### config.mk
export PLATFORM = sky130hd
export DESIGN_NAME = fifo_wptr_full
export DESIGN_NICKNAME = d
export VERILOG_FILES = /design/src/rtl/fifo_pkg.sv /design/src/rtl/fifo_gray_ptr.sv /design/src/rtl/fifo_wptr_full.sv
export SDC_FILE = /design/constraint.sdc
export NUM_CORES = 1
export LEC_CHECK = 0
export ABC_AREA = 1
export BUFFER_PORTS_ARGS = -buffer_cell sky130_fd_sc_hd__buf_2
export CORE_UTILIZATION = 56
export CTS_BUF_LIST = sky130_fd_sc_hd__clkbuf_4 sky130_fd_sc_hd__clkbuf_8
export CTS_CLUSTER_DIAMETER = 120
export CTS_CLUSTER_SIZE = 40
export DETAILED_ROUTE_END_ITERATION = 7
export PLACE_DENSITY_LB_ADDON = 0.08
export SLEW_MARGIN = 0
export SYNTH_ARGS = -nofsm -noshare
export SYNTH_HDL_FRONTEND = slang
export SYNTH_HIERARCHICAL = 1
export SYNTH_SLANG_ARGS = --single-unit
### constraint.sdc
create_clock -name clk_src -period 3.5 [get_ports clk_src]
set_clock_uncertainty 0.1 [all_clocks]
set_input_delay 0.525 -clock clk_src [delete_from_list [all_inputs] [get_ports clk_src]]
set_output_delay 0.525 -clock clk_src [all_outputs]
set_load 0.03 [all_outputs]
### src/rtl/fifo_pkg.sv
// Shared async-FIFO helpers: pointer widths, Gray
// conversion and the write-side full compare.
package fifo_pkg;

  localparam int DEF_ADDR_WIDTH = 3;
  localparam int PTR_W = DEF_ADDR_WIDTH + 1;

  // Generic 32-bit forms; callers zero-extend
  // and truncate to their pointer width.
  function automatic logic [31:0] bin2gray(
    input logic [31:0] b
  );
    return b ^ (b >> 1);
  endfunction

  // Upper zero bits keep the prefix XOR exact
  // for any narrower zero-extended Gray value.
  function automatic logic [31:0] gray2bin(
    input logic [31:0] g
  );
    logic [31:0] b;
    b = g;
    for (int i = 30; i >= 0; i--) begin
      b[i] = b[i+1] ^ g[i];
    end
    return b;
  endfunction

  // Full when the write pointer is exactly one
  // lap ahead: Gray(b + depth) flips the top
  // two Gray bits of Gray(b).
  function automatic logic ptr_full(
    input logic [31:0] wg,
    input logic [31:0] rg,
    input int unsigned pw
  );
    logic [31:0] msk;
    msk = 32'd3 << (pw - 2);
    return wg == (rg ^ msk);
  endfunction

endpackage

### src/rtl/fifo_gray_ptr.sv
// Binary + Gray pointer register pair with
// increment enable; shared by both FIFO sides.
// Ports: clk, reset (sync, high), inc,
//   bin/gray (registered), bin_next/gray_next.
module fifo_gray_ptr
  import fifo_pkg::*;
#(
  parameter int PW = PTR_W
) (
  input  logic          clk,
  input  logic          reset,
  input  logic          inc,
  output logic [PW-1:0] bin,
  output logic [PW-1:0] gray,
  output logic [PW-1:0] bin_next,
  output logic [PW-1:0] gray_next
);

  always_comb begin
    bin_next  = bin + PW'(inc);
    gray_next = PW'(bin2gray(32'(bin_next)));
  end

  // gray is its own flop so the synchronizer
  // never sees a combinational glitch.
  always_ff @(posedge clk) begin
    if (reset) begin
      bin  <= '0;
      gray <= '0;
    end else begin
      bin  <= bin_next;
      gray <= gray_next;
    end
  end

endmodule

### src/rtl/fifo_wptr_full.sv
// Async FIFO write-side pointer, full/level flags
// and RAM write port, all in clk_src.
// Ports: clk_src, reset (sync, high), wr_en,
//   ovf_clr, rptr_gray_sync (synced read ptr);
//   out: wr_fire, wr_addr, wptr_gray, full,
//   almost_full, wr_count, overflow.
module fifo_wptr_full
  import fifo_pkg::*;
#(
  parameter int ADDR_WIDTH = DEF_ADDR_WIDTH,
  parameter int ALMOST_FULL_THRESH = 6
) (
  input  logic                  clk_src,
  input  logic                  reset,
  input  logic                  wr_en,
  input  logic                  ovf_clr,
  input  logic [ADDR_WIDTH:0]   rptr_gray_sync,
  output logic                  wr_fire,
  output logic [ADDR_WIDTH-1:0] wr_addr,
  output logic [ADDR_WIDTH:0]   wptr_gray,
  output logic                  full,
  output logic                  almost_full,
  output logic [ADDR_WIDTH:0]   wr_count,
  output logic                  overflow
);

  localparam int AW = ADDR_WIDTH;
  localparam int PW = ADDR_WIDTH + 1;

  logic [PW-1:0] wptr_bin;
  logic [PW-1:0] bin_next;
  logic [PW-1:0] gray_next;
  logic [PW-1:0] rptr_bin;
  logic [PW-1:0] count_next;
  logic          full_next;
  logic          af_next;

  assign wr_fire = wr_en & ~full & ~reset;
  assign wr_addr = AW'(wptr_bin);

  fifo_gray_ptr #(
    .PW (PW)
  ) u_ptr (
    .clk       (clk_src),
    .reset     (reset),
    .inc       (wr_fire),
    .bin       (wptr_bin),
    .gray      (wptr_gray),
    .bin_next  (bin_next),
    .gray_next (gray_next)
  );

  // The synced read pointer lags the true one,
  // so both flags err toward "fuller".
  always_comb begin
    rptr_bin   = PW'(gray2bin(32'(rptr_gray_sync)));
    count_next = bin_next - rptr_bin;
    full_next  = ptr_full(32'(gray_next),
                          32'(rptr_gray_sync),
                          PW);
    af_next    = 32'(count_next)
                 >= 32'(ALMOST_FULL_THRESH);
  end

  always_ff @(posedge clk_src) begin
    if (reset) begin
      full        <= 1'b0;
      almost_full <= 1'b0;
      wr_count    <= '0;
    end else begin
      full        <= full_next;
      almost_full <= af_next;
      wr_count    <= count_next;
    end
  end

  // Set beats clear when both land together.
  always_ff @(posedge clk_src) begin
    if (reset) begin
      overflow <= 1'b0;
    end else if (wr_en & full) begin
      overflow <= 1'b1;
    end else if (ovf_clr) begin
      overflow <= 1'b0;
    end
  end

endmodule

=== Word-level counts from Yosys, hierarchy flattened ===
Index checks and enable logic that the tools add are counted.

* Word-level logic and storage cells: 23
* Register bits: 15

* Reductions and logical operators: 1
* Magnitude comparators: 1
* $add $sub $neg: 2
* Mux-type cells: 2
* Bitwise operators: 10
* Equal/unequal tests: 1

{| class="wikitable"
|+ Operators by type and width
! operator !! number
|-
| 4-bit by 1-bit adder with 4-bit output || 1
|-
| 4-bit equality test || 1
|-
| 4-bit by 3-bit >= comparator with 1-bit output, second input constant || 1
|-
| 4-bit subtractor || 1
|-
| 4-bit by 3-bit XOR with 4-bit output || 1
|-
| 1-bit AND || 3
|-
| 1-bit XOR || 3
|-
| 1-bit two-way mux || 2
|-
| 1-bit inverter || 2
|-
| 2-bit inverter || 1
|-
| 2-bit nonzero test || 1
|}

=== Longest topological paths before layout ===
Gate-level depths: netlist (run 1).

* Word-level depth: 6
* Gate-level depth with buffers: 14

=== Modules after synthesis ===
The synthesis (run 1) kept the hierarchy.

{| class="wikitable"
|+ Modules (own cells, without submodules)
! module !! area each (um^2) !! times used !! cells each !! sequential area each (um^2)
|-
| fifo_wptr_full || 427.9 || 1 || 58 || 140.1
|-
| fifo_gray_ptr || 342.8 || 1 || 45 || 140.1
|}

=== Worst setup path before layout (run 1) ===
Ideal clock, no wire load.

* Path type: input -> register
* Start: input port reset
* End: register almost_full
* Path slack: 0.806 ns
* Stages on the path: 13
* Arrival time: 2.479 ns
* Path through: inv_1 -> nand2_1 -> nor2_1 -> ha_1 -> ha_1 -> inv_1 -> nand2_1 -> nand2_2 -> ha_1 -> a21oi_1 -> nand3_1 -> nand3_1 -> nand2_1

* Cells in the longest elaborated chain, start to end: 5

{| class="wikitable"
|+ Ends and longest elaborated chain
! item !! RTL line !! text
|-
| start: declaration || fifo_wptr_full.sv:14 || <nowiki>input logic reset,</nowiki>
|-
| 1-bit inverter || fifo_wptr_full.sv:38 || <nowiki>assign wr_fire = wr_en & ~full & ~reset;</nowiki>
|-
| 1-bit AND || fifo_wptr_full.sv:38 ||
|-
| named net wr_fire || fifo_wptr_full.sv:18 || <nowiki>output logic wr_fire,</nowiki>
|-
| 4-bit by 1-bit adder with 4-bit output || fifo_gray_ptr.sv:20 || <nowiki>bin_next = bin + PW'(inc);</nowiki>
|-
| named net bin_next[2] || fifo_wptr_full.sv:31 || <nowiki>logic [PW-1:0] bin_next;</nowiki>
|-
| 4-bit subtractor || fifo_wptr_full.sv:57 || <nowiki>count_next = bin_next - rptr_bin;</nowiki>
|-
| 4-bit by 3-bit >= comparator with 1-bit output || fifo_wptr_full.sv:62 || <nowiki>>= 32'(ALMOST_FULL_THRESH);</nowiki>
|-
| end signal: assignment || fifo_wptr_full.sv:72 || <nowiki>almost_full <= af_next;</nowiki>
|-
| end: declaration || fifo_wptr_full.sv:22 || <nowiki>output logic almost_full,</nowiki>
|}

The timed path passes the listed nets, and every way through them passes these cells.
A chain may end at the register's enable or synchronous reset.

=== Final worst setup path (run 1) ===
* Start: input port reset
* End: register almost_full

* Cells in the longest elaborated chain, start to end: 5

{| class="wikitable"
|+ Ends and longest elaborated chain
! item !! RTL line
|-
| 1-bit inverter || fifo_wptr_full.sv:38
|-
| 1-bit AND || fifo_wptr_full.sv:38
|-
| 4-bit by 1-bit adder with 4-bit output || fifo_gray_ptr.sv:20
|-
| named net bin_next[2] || fifo_wptr_full.sv:31
|-
| 4-bit subtractor || fifo_wptr_full.sv:57
|-
| 4-bit by 3-bit >= comparator with 1-bit output || fifo_wptr_full.sv:62
|}

The timed path passes the listed nets, and every way through them passes these cells.

==> results of run 1 <==
==> flip-flops by register name (all words and copies together) (netlist names) <==
name / count
u_ptr/gray: 3
u_ptr/bin: 4
wr_count: 4
overflow: 1
almost_full: 1
full: 1
==> metal layers <==
metal	vias to the layer above	wire length (µm)	global-route usage
met2	22	614	0.313
met4	0	21	0.129
met5	-	0	0
li1	367	-	-
met1	294	682	0.276
met3	3	65	0.0867
==> power by group through the flow <==
stage | clock (mW) | sequential (mW) | combinational, mW
floorplan | 0 | 0.207 | 0.0483
global placement | 0 | 0.179 | 0.103
detailed placement | 0 | 0.180 | 0.104
CTS | 0.119 | 0.176 | 0.104
global route | 0.128 | 0.178 | 0.115
finish | 0.117 | 0.176 | 0.104
==> through the flow <==
step,hold slack [ps],setup WS [ps],cell area [µm²]
2_1_floorplan,405,806,771
3_5_place_dp,366,795,885
3_3_place_gp,356,841,885
4_1_cts,332,1100,921
6_report,332,1110,921
5_1_grt,314,918,921
==> cell type report <==
type / count / area, µm²
clock buffers: 4 / 36.3
fillers: 114 / 364
inverters: 15 / 56.3
multi-input cells: 72 / 419
flip-flops and latches: 14 / 280
well taps: 15 / 18.8
repair buffers: 22 / 110
==> cell usage after synthesis <==
| master | count |
|---|---|
| nand2_1 | 26 |
| dfxtp_1 | 14 |
| inv_1 | 14 |
| nand3_1 | 7 |
| nor2_1 | 7 |
| nand2_2 | 6 |
| a21oi_1 | 5 |
| ha_1 | 5 |
| buf_4 | 2 |
| nand3_2 | 2 |
| nand4_1 | 2 |
| or2_2 | 2 |
| xnor2_1 | 2 |
| fa_1 | 1 |
| inv_2 | 1 |
| nand2_4 | 1 |
| nand3b_1 | 1 |
| nor2_2 | 1 |
| nor3_1 | 1 |
| o21ai_0 | 1 |
| or2_4 | 1 |
| xor2_1 | 1 |
==> path summary, 6_finish.rpt <==
kind	from	endpoint	slack [ps]	cells after the start
worst min-delay path	ovf_clr	overflow$_SDFFE_PP0P_	330	2
worst min register to register	overflow$_SDFFE_PP0P_	overflow$_SDFFE_PP0P_	370	2
worst max-delay path	reset	almost_full$_SDFF_PP0_	1110	14
worst max register to register	full$_SDFF_PP0_	almost_full$_SDFF_PP0_	1380	11
==> worst reg2reg max path: stages, from the launching register on <==
cell and delay [ps]:
dfxtp_1 330, nor2_1 160, ha_1 240, ha_1 220, inv_1 70, nand2_1 70, nand2_2 70, ha_1 340
a21oi_1 190, nand3_1 90, nand3_1 100, nand2_1 50
==> cells by family (layout without fill, tap and decap cells) <==
family / after synthesis / after routing / share of synthesized area
XOR/XNOR: 3 / 3 / 0.0341
adder cells (fa/ha/maj): 6 / 6 / 0.107
buffers and inverters: 17 / 41 / 0.0925
AND/OR/NAND/NOR: 57 / 57 / 0.364
flip-flops: 14 / 14 / 0.364
AO/OA/AOI/OAI: 6 / 6 / 0.0389
==> flow_summary.json, run 1 <==
{
  "syn_area_um2": 771,
  "cts_tree": "yes",
  "clock-sinks": 14,
  "ys_types": 22,
  "drt_iter0_markers": 10,
  "viasPerCell": 4.83,
  "fp.dieW_um": 39.1,
  "fp.dieH_um": 39.1,
  "synth_seq_cells": 14,
  "power_switching_share": 0.317,
  "initial_core_util": 0.600,
  "p_total_uw": 397,
  "cp.buffers_inverters": 3,
  "max_clock_freq_mhz": 418,
  "pwr-share-clk": 0.295,
  "dp_hpwl_um": 1090,
  "power.internal_uw": 271,
  "wire_per_inst_um": 9.75,
  "wl_um": 1380,
  "synth_area_leaders": "dfxtp_1 (36%), nand2_1 (13%), ha_1 (8.1%)",
  "drive_gt1_frac": 0.315,
  "htree_num_levels": 1,
  "dpl.cell_count": 138,
  "first_pass_iters": 3,
  "yosys_warnings": 6,
  "cp_top_family": "adder cells",
  "routabilityCongestion": 0.810,
  "end_kind": "flip-flop",
  "vias": 686,
  "postCtsHoldBufs": 0,
  "nNetsFinal": 142,
  "synth_nets": 117,
  "seq_area_frac_synth": 0.364,
  "core_um2": 1280,
  "cp_cell_sequence": "buf_2 > inv_1 > nand2_1 > nor2_1 > ha_1 > ha_1 > inv_1 > nand2_1 > nand2_2 > ha_1 > a21oi_1 > nand3_1 > nand3_1 > nand2_1",
  "crit_slowest_cell": "ha_1",
  "grt_pass1_wl_um": 2140,
  "postSynthAreaPerCell_um2": 7.48,
  "slew_headroom": 0.841,
  "timing.final.crit_share": 0.684,
  "cp.arrival_ps": 2480,
  "clk_latency_ps": 280,
  "comb_power_share": 0.261,
  "num_rows": 13,
  "grt-ovfl-total": 0,
  "antenna_found_initial": 0,
  "min_period_ps": 2390,
  "tightest_slew_ps": 238,
  "port_buffers": 22,
  "drc_errors": 0,
  "hold_class": "input pin to flip-flop",
  "p_seq_frac": 0.444,
  "die_area_um2": 1530,
  "post-route-util": 0.717,
  "p_per_area_nw_per_um2": 431,
  "root_buffer": "clkbuf_4",
  "fin_cells": 142,
  "p_sw_uw": 126,
  "num_antenna_cells": 0,
  "slew_viol_final": 0,
  "syn2layout_area_growth_pct": 19.5,
  "grt_setup_unrepaired": "no",
  "hold_viol": 0,
  "postCtsSetupBuffers": 0,
  "path_clk_slew_ps": 80,
  "yosys.area.top_type_share": 0.364,
  "drv_cap": 0,
  "cts.path.max_buffers": 2,
  "cp_max_fo": 12,
  "finalSetupViolations": 0,
  "fin_setup_tns_ps": 0,
  "worstPathRequired_ps": 3580,
  "cts_made_buffers": 3,
  "p_leak_nw": 0.525,
  "synth_cells": 103,
  "grt_pass1_vias": 526,
  "grt_max_degree": 13,
  "synth.largest_area_cell": "dfxtp_1",
  "ir_worst_vdd_v": 0.000204,
  "ant_nets": 0,
  "ioPinCount": 23,
  "cts_resized": 0,
  "final_cell_mix": "nand2_1 (26), buf_2 (22), inv_1 (14), dfxtp_1 (14)",
  "final_common_cell": "nand2_1",
  "grt_util_all_layers": 0.220,
  "slowest_delay_ps": 340,
  "crit_path_start_kind": "input pin",
  "outcome": "finished clean",
  "critPathKind": "input pin to flip-flop"
}
No activity file was read; power rests on OpenSTA's default activity.
==> run 2, diff against run 1 <==
--- a/config.mk
+++ b/config.mk
@@ -7,7 +7,7 @@
 export LEC_CHECK = 0
 export ABC_AREA = 1
 export BUFFER_PORTS_ARGS = -buffer_cell sky130_fd_sc_hd__buf_2
-export CORE_UTILIZATION = 56
+export CORE_UTILIZATION = 47
 export CTS_BUF_LIST = sky130_fd_sc_hd__clkbuf_4 sky130_fd_sc_hd__clkbuf_8
 export CTS_CLUSTER_DIAMETER = 120
 export CTS_CLUSTER_SIZE = 40
==> constraint.sdc (replaced) <==
create_clock -name clk_src -period 2 [get_ports clk_src]
set_clock_uncertainty 0.1 [all_clocks]
set_input_delay 0.3 -clock clk_src [delete_from_list [all_inputs] [get_ports clk_src]]
set_output_delay 0.3 -clock clk_src [all_outputs]
set_load 0.03 [all_outputs]
==> run 2 against run 1 <==
Net effect:
- die area rose by 18%
- core utilization decreased by 4.8 points
- final cell count increased by 4.9%
- first-iteration DRC count is 100% higher
- largest power group unchanged
- register-to-register slack worse by 1200 ps
- critical path type is now flip-flop to flip-flop
- sequential cell count did not move
==> flow_summary.json, run 2 (same netlist as run 1, synthesis figures left out) <==
{
  "first_pass_iters": 4,
  "grt_max_degree": 12,
  "drv_cap": 0,
  "drc_errors": 0,
  "end_kind": "flip-flop",
  "wire_per_inst_um": 9.69,
  "r2r_start": "full$_SDFF_PP0_",
  "top_regs": "u_ptr/bin: 4 flops, wr_count: 4 flops, u_ptr/gray: 3 flops",
  "power_switching_share": 0.306,
  "root_buffer": "clkbuf_4",
  "postCtsHoldBufs": 0,
  "num_rows": 14,
  "nNetsFinal": 148,
  "cp_cell_sequence": "nor2_4 > ha_4 > ha_4 > inv_1 > nand2_1 > nand2_2 > nand3_2 > nand2_2 > inv_1 > or2_2 > nand3_1 > nor3_1",
  "multiInputGateArea_um2": 470,
  "whs_ps": 121,
  "ant_nets": 0,
  "htree_num_levels": 1,
  "crit_slowest_cell": "dfxtp_2",
  "cts_resized": 0,
  "clk_latency_ps": 270,
  "min_period_ps": 1840,
  "dp_hpwl_um": 1240,
  "antenna_found_initial": 0,
  "hold_viol": 0,
  "slew_headroom": 0.848,
  "place_ws_ps": -38.9,
  "ir_worst_vdd_v": 0.000448,
  "worstPathRequired_ps": 2070,
  "cp.arrival_ps": 1900,
  "routabilityCongestion": 0.756,
  "cts_tree": "yes",
  "path_clk_slew_ps": 80,
  "crit_path_start_kind": "flip-flop",
  "p_sw_uw": 216,
  "whs_path_depth": 2,
  "core_um2": 1520,
  "p_seq_frac": 0.438,
  "min-delay-start": "ovf_clr",
  "port_buffers": 22,
  "seqCellArea_um2": 282,
  "drive_gt1_frac": 0.406,
  "max_clock_freq_mhz": 545,
  "ioPinCount": 23,
  "setup_slack_ps": 164,
  "crit_start": "full$_SDFF_PP0_",
  "final_cell_mix": "nand2_1 (25), buf_2 (22), inv_1 (13), dfxtp_1 (13)",
  "wl_um": 1440,
  "outcome": "finished clean",
  "vias": 730,
  "fp.dieH_um": 42.5,
  "critPathKind": "flip-flop to flip-flop",
  "hold_class": "input pin to flip-flop",
  "pwr-share-clk": 0.275,
  "syn2layout_area_growth_pct": 32.3,
  "r2r-end": "full$_SDFF_PP0_",
  "r2r_setup_slack_ps": 160,
  "grt_pass1_vias": 634,
  "grt-ovfl-total": 0,
  "fp.dieW_um": 42.5,
  "grt_util_all_layers": 0.184,
  "holdPathEnd": "overflow$_SDFFE_PP0P_",
  "initial_core_util": 0.506,
  "die_area_um2": 1810,
  "cts_made_buffers": 3,
  "timing.final.crit_share": 0.918,
  "p_per_area_nw_per_um2": 694,
  "grt_setup_unrepaired": "no",
  "r2r_cells": 12,
  "drt_iter0_markers": 20,
  "viasPerCell": 4.90,
  "num_antenna_cells": 0,
  "power.internal_uw": 491,
  "clock-sinks": 14,
  "final_common_cell": "nand2_1",
  "p_total_uw": 708,
  "tightest_slew_ps": 228,
  "comb_power_share": 0.287,
  "slew_viol_final": 0,
  "cts.path.max_buffers": 2,
  "fillers": 138,
  "cp_max_fo": 3,
  "grt_pass1_wl_um": 2500,
  "p_leak_nw": 0.550,
  "postCtsSetupBuffers": 0,
  "finalSetupViolations": 0,
  "slowest_delay_ps": 370
}
run 2: cell count changes in the layout (fill, tap and decap cells not counted):
| cell | before | now |
|---|---|---|
| buf_4 | 0 | 6 |
| ha_1 | 5 | 2 |
| ha_4 | 0 | 3 |
| a21oi_1 | 5 | 4 |
| a21oi_2 | 0 | 1 |
| dfxtp_1 | 14 | 13 |
| dfxtp_2 | 0 | 1 |
| inv_1 | 14 | 13 |
| inv_2 | 1 | 2 |
| nand2_1 | 26 | 25 |
| nand2_2 | 6 | 7 |
| nor2_1 | 7 | 6 |
| nor2_4 | 0 | 1 |
run 2: power groups by stage:
stage | registers (mW) | logic [mW] | clock network (mW)
final | 0.310 | 0.203 | 0.195
after floorplan | 0.365 | 0.0937 | 0
after CTS | 0.310 | 0.205 | 0.204
after global routing | 0.313 | 0.224 | 0.211
after global placement | 0.316 | 0.201 | 0
after detailed placement | 0.317 | 0.205 | 0
run 2: per-stage QoR:
stage / cell area, µm² / setup TNS, ps / utilization / cells
after floorplan: 823 / 0 / - / 103
after global placement: 983 / -11.2 / 0.645 / 145
after detailed placement: 983 / -68.0 / 0.645 / 145
after CTS: 1020 / 0 / 0.669 / 149
after global routing: 1020 / 0 / 0.669 / 149
final: 1020 / 0 / 0.669 / 149
run 2: cell type report:
| class | count | share of cell area |
|---|---|---|
| Tap cell | 16 | 0.0196 |
| Timing Repair Buffer | 28 | 0.152 |
| Sequential cell | 14 | 0.276 |
| Multi-Input combinational cell | 72 | 0.461 |
| Inverter | 15 | 0.0552 |
| Clock buffer | 4 | 0.0356 |
run 2: worst max-delay path: cells and delay by family, from the launching register on:
family | cells | cell delay, ps
and+or+nand+nor | 8 | 820
DFF | 1 | 370
buffers and inverters | 2 | 120
adders and majority gates | 2 | 320
run 2: how the worst max path moves through the flow:
stage | cells after the start | slack [ps] | endpoint
final | 12 | 160 | full$_SDFF_PP0_
after global routing | 12 | 20 | full$_SDFF_PP0_
after CTS | 12 | 150 | full$_SDFF_PP0_
after detailed placement | 14 | -40 | almost_full$_SDFF_PP0_
after global placement | 14 | -10 | almost_full$_SDFF_PP0_
after floorplan | 12 | 20 | almost_full$_SDFF_PP0_
run 2: metal layers:
metal / GRT usage / wire length, µm
met4: 0.0938 / 14
met2: 0.298 / 747
met1: 0.226 / 620
met5: 0 / 0
met3: 0.0431 / 62
==> run 3, diff against run 2 <==
--- a/config.mk
+++ b/config.mk
@@ -13,6 +13,7 @@
 export CTS_CLUSTER_SIZE = 40
 export DETAILED_ROUTE_END_ITERATION = 7
 export PLACE_DENSITY_LB_ADDON = 0.08
+export RECOVER_POWER = 50
 export SLEW_MARGIN = 0
 export SYNTH_ARGS = -nofsm -noshare
 export SYNTH_HDL_FRONTEND = slang
==> run 3 against run 2 <==
Net effect:
- global-route usage unchanged
- register-to-register slack about the same
- first-iteration DRC count decreased by 5.0%
- final cell count unchanged
- design area decreased by 1.6%
- via count increased by 0.82%
- worst setup slack improved by 0.78 ps
- clock power about the same
- largest power group unchanged
- routed wire length increased by 0.35%
- sequential cell count unchanged
- power decreased by 0.69%
==> flow_summary.json, run 3 (same netlist as run 1, synthesis figures left out) <==
{
  "cts_made_buffers": 3,
  "fp.dieH_um": 42.5,
  "setup_slack_ps": 165,
  "r2r_setup_slack_ps": 160,
  "cts.path.max_buffers": 2,
  "viasPerCell": 4.94,
  "postCtsSetupBuffers": 0,
  "finalSetupViolations": 0,
  "initial_core_util": 0.506,
  "drc_errors": 0,
  "num_rows": 14,
  "first_pass_iters": 4,
  "wire_per_inst_um": 9.72,
  "final_common_cell": "nand2_1",
  "comb_power_share": 0.281,
  "grt_pass1_vias": 634,
  "grt_pass1_wl_um": 2500,
  "crit_path_start_kind": "flip-flop",
  "slew_headroom": 0.752,
  "routabilityCongestion": 0.756,
  "ioPinCount": 23,
  "ant_nets": 0,
  "top_regs": "u_ptr/bin: 4 flops, wr_count: 4 flops, u_ptr/gray: 3 flops",
  "p_sw_uw": 217,
  "pwr-share-clk": 0.277,
  "power.internal_uw": 486,
  "num_antenna_cells": 0,
  "critPathKind": "flip-flop to flip-flop",
  "die_area_um2": 1810,
  "grt_setup_unrepaired": "no",
  "dpl.cell_count": 145,
  "timing.final.crit_share": 0.918,
  "cts_resized": 0,
  "drt_iter0_markers": 19,
  "final_cell_mix": "nand2_1 (27), inv_1 (13), dfxtp_1 (13), buf_2 (13), clkbuf_1 (9)",
  "clock-sinks": 14,
  "cts_tree": "yes",
  "p_seq_frac": 0.442,
  "wl_um": 1450,
  "outcome": "finished clean",
  "place_ws_ps": -38.9,
  "crit_slowest_cell": "dfxtp_2",
  "ir_worst_vdd_v": 0.000456,
  "slew_viol_final": 0,
  "hold_class": "input pin to flip-flop",
  "grt_max_degree": 12,
  "whs_ps": 121,
  "nNetsFinal": 148,
  "end_kind": "flip-flop",
  "core_um2": 1520,
  "worstPathRequired_ps": 2070,
  "p_per_area_nw_per_um2": 700,
  "drv_cap": 0,
  "grt_util_all_layers": 0.184,
  "htree_num_levels": 1,
  "postCtsHoldBufs": 0,
  "power_switching_share": 0.309,
  "slowest_delay_ps": 370,
  "drive_gt1_frac": 0.323,
  "cp_max_fo": 3,
  "dp_hpwl_um": 1240,
  "antenna_found_initial": 0,
  "syn2layout_area_growth_pct": 30.2,
  "vias": 736,
  "hold_viol": 0,
  "path_clk_slew_ps": 80,
  "fin_cells": 149,
  "root_buffer": "clkbuf_4",
  "fillers": 144,
  "cp_cell_sequence": "nor2_4 > ha_4 > ha_4 > inv_1 > nand2_1 > nand2_2 > nand3_2 > nand2_2 > inv_1 > or2_2 > nand3_1 > nor3_1",
  "min_period_ps": 1840,
  "p_leak_nw": 0.514,
  "cp.arrival_ps": 1900,
  "grt-ovfl-total": 0,
  "fp.dieW_um": 42.5,
  "port_buffers": 22,
  "p_total_uw": 703,
  "clk_latency_ps": 270,
  "tightest_slew_ps": 373,
  "max_clock_freq_mhz": 545
}
run 3: worst max-delay path, delay by kind of cell, from the launching register on:
family	cells	cell delay, ps
and+or+nand+nor	8	820
buffers and inverters	2	120
adders and majority gates	2	320
DFF	1	370
run 3: power groups by stage:
stage | Sequential [mW] | Combinational [mW] | Clock (mW)
after floorplan | 0.365 | 0.0937 | 0
after CTS | 0.310 | 0.205 | 0.204
after global routing | 0.313 | 0.218 | 0.211
final | 0.310 | 0.198 | 0.195
after detailed placement | 0.317 | 0.205 | 0
after global placement | 0.316 | 0.201 | 0
run 3: through the flow:
step	TNS [ps]	util	area, µm²
6_report	0	0.658	1000
5_1_grt	0	0.658	1000
4_1_cts	0	0.669	1020
3_5_place_dp	-68.0	0.645	983
3_3_place_gp	-11.2	0.645	983
2_1_floorplan	0	-	823
run 3: worst paths after layout:
check	startpoint	endpoint	cells past startpoint
setup / recovery	full$_SDFF_PP0_	full$_SDFF_PP0_	12
hold / removal	ovf_clr	overflow$_SDFFE_PP0P_	2
setup reg to reg	full$_SDFF_PP0_	full$_SDFF_PP0_	12
hold reg to reg	overflow$_SDFFE_PP0P_	overflow$_SDFFE_PP0P_	2
run 3: final cells by class:
class,count,area [µm²],area share
Timing Repair Buffer,28,144,0.143
Tap cell,16,20.0,0.0200
Multi-Input combinational cell,72,465,0.464
Inverter,15,56.3,0.0561
Sequential cell,14,282,0.281
Clock buffer,4,36.3,0.0362
run 3: layer usage:
layer | wire length [µm] | vias to the layer above | GRT usage
met3 | 59 | 2 | 0.0431
met4 | 10 | 0 | 0.0938
li1 | - | 381 | -
met5 | 0 | - | 0
met1 | 628 | 338 | 0.226
met2 | 750 | 15 | 0.298
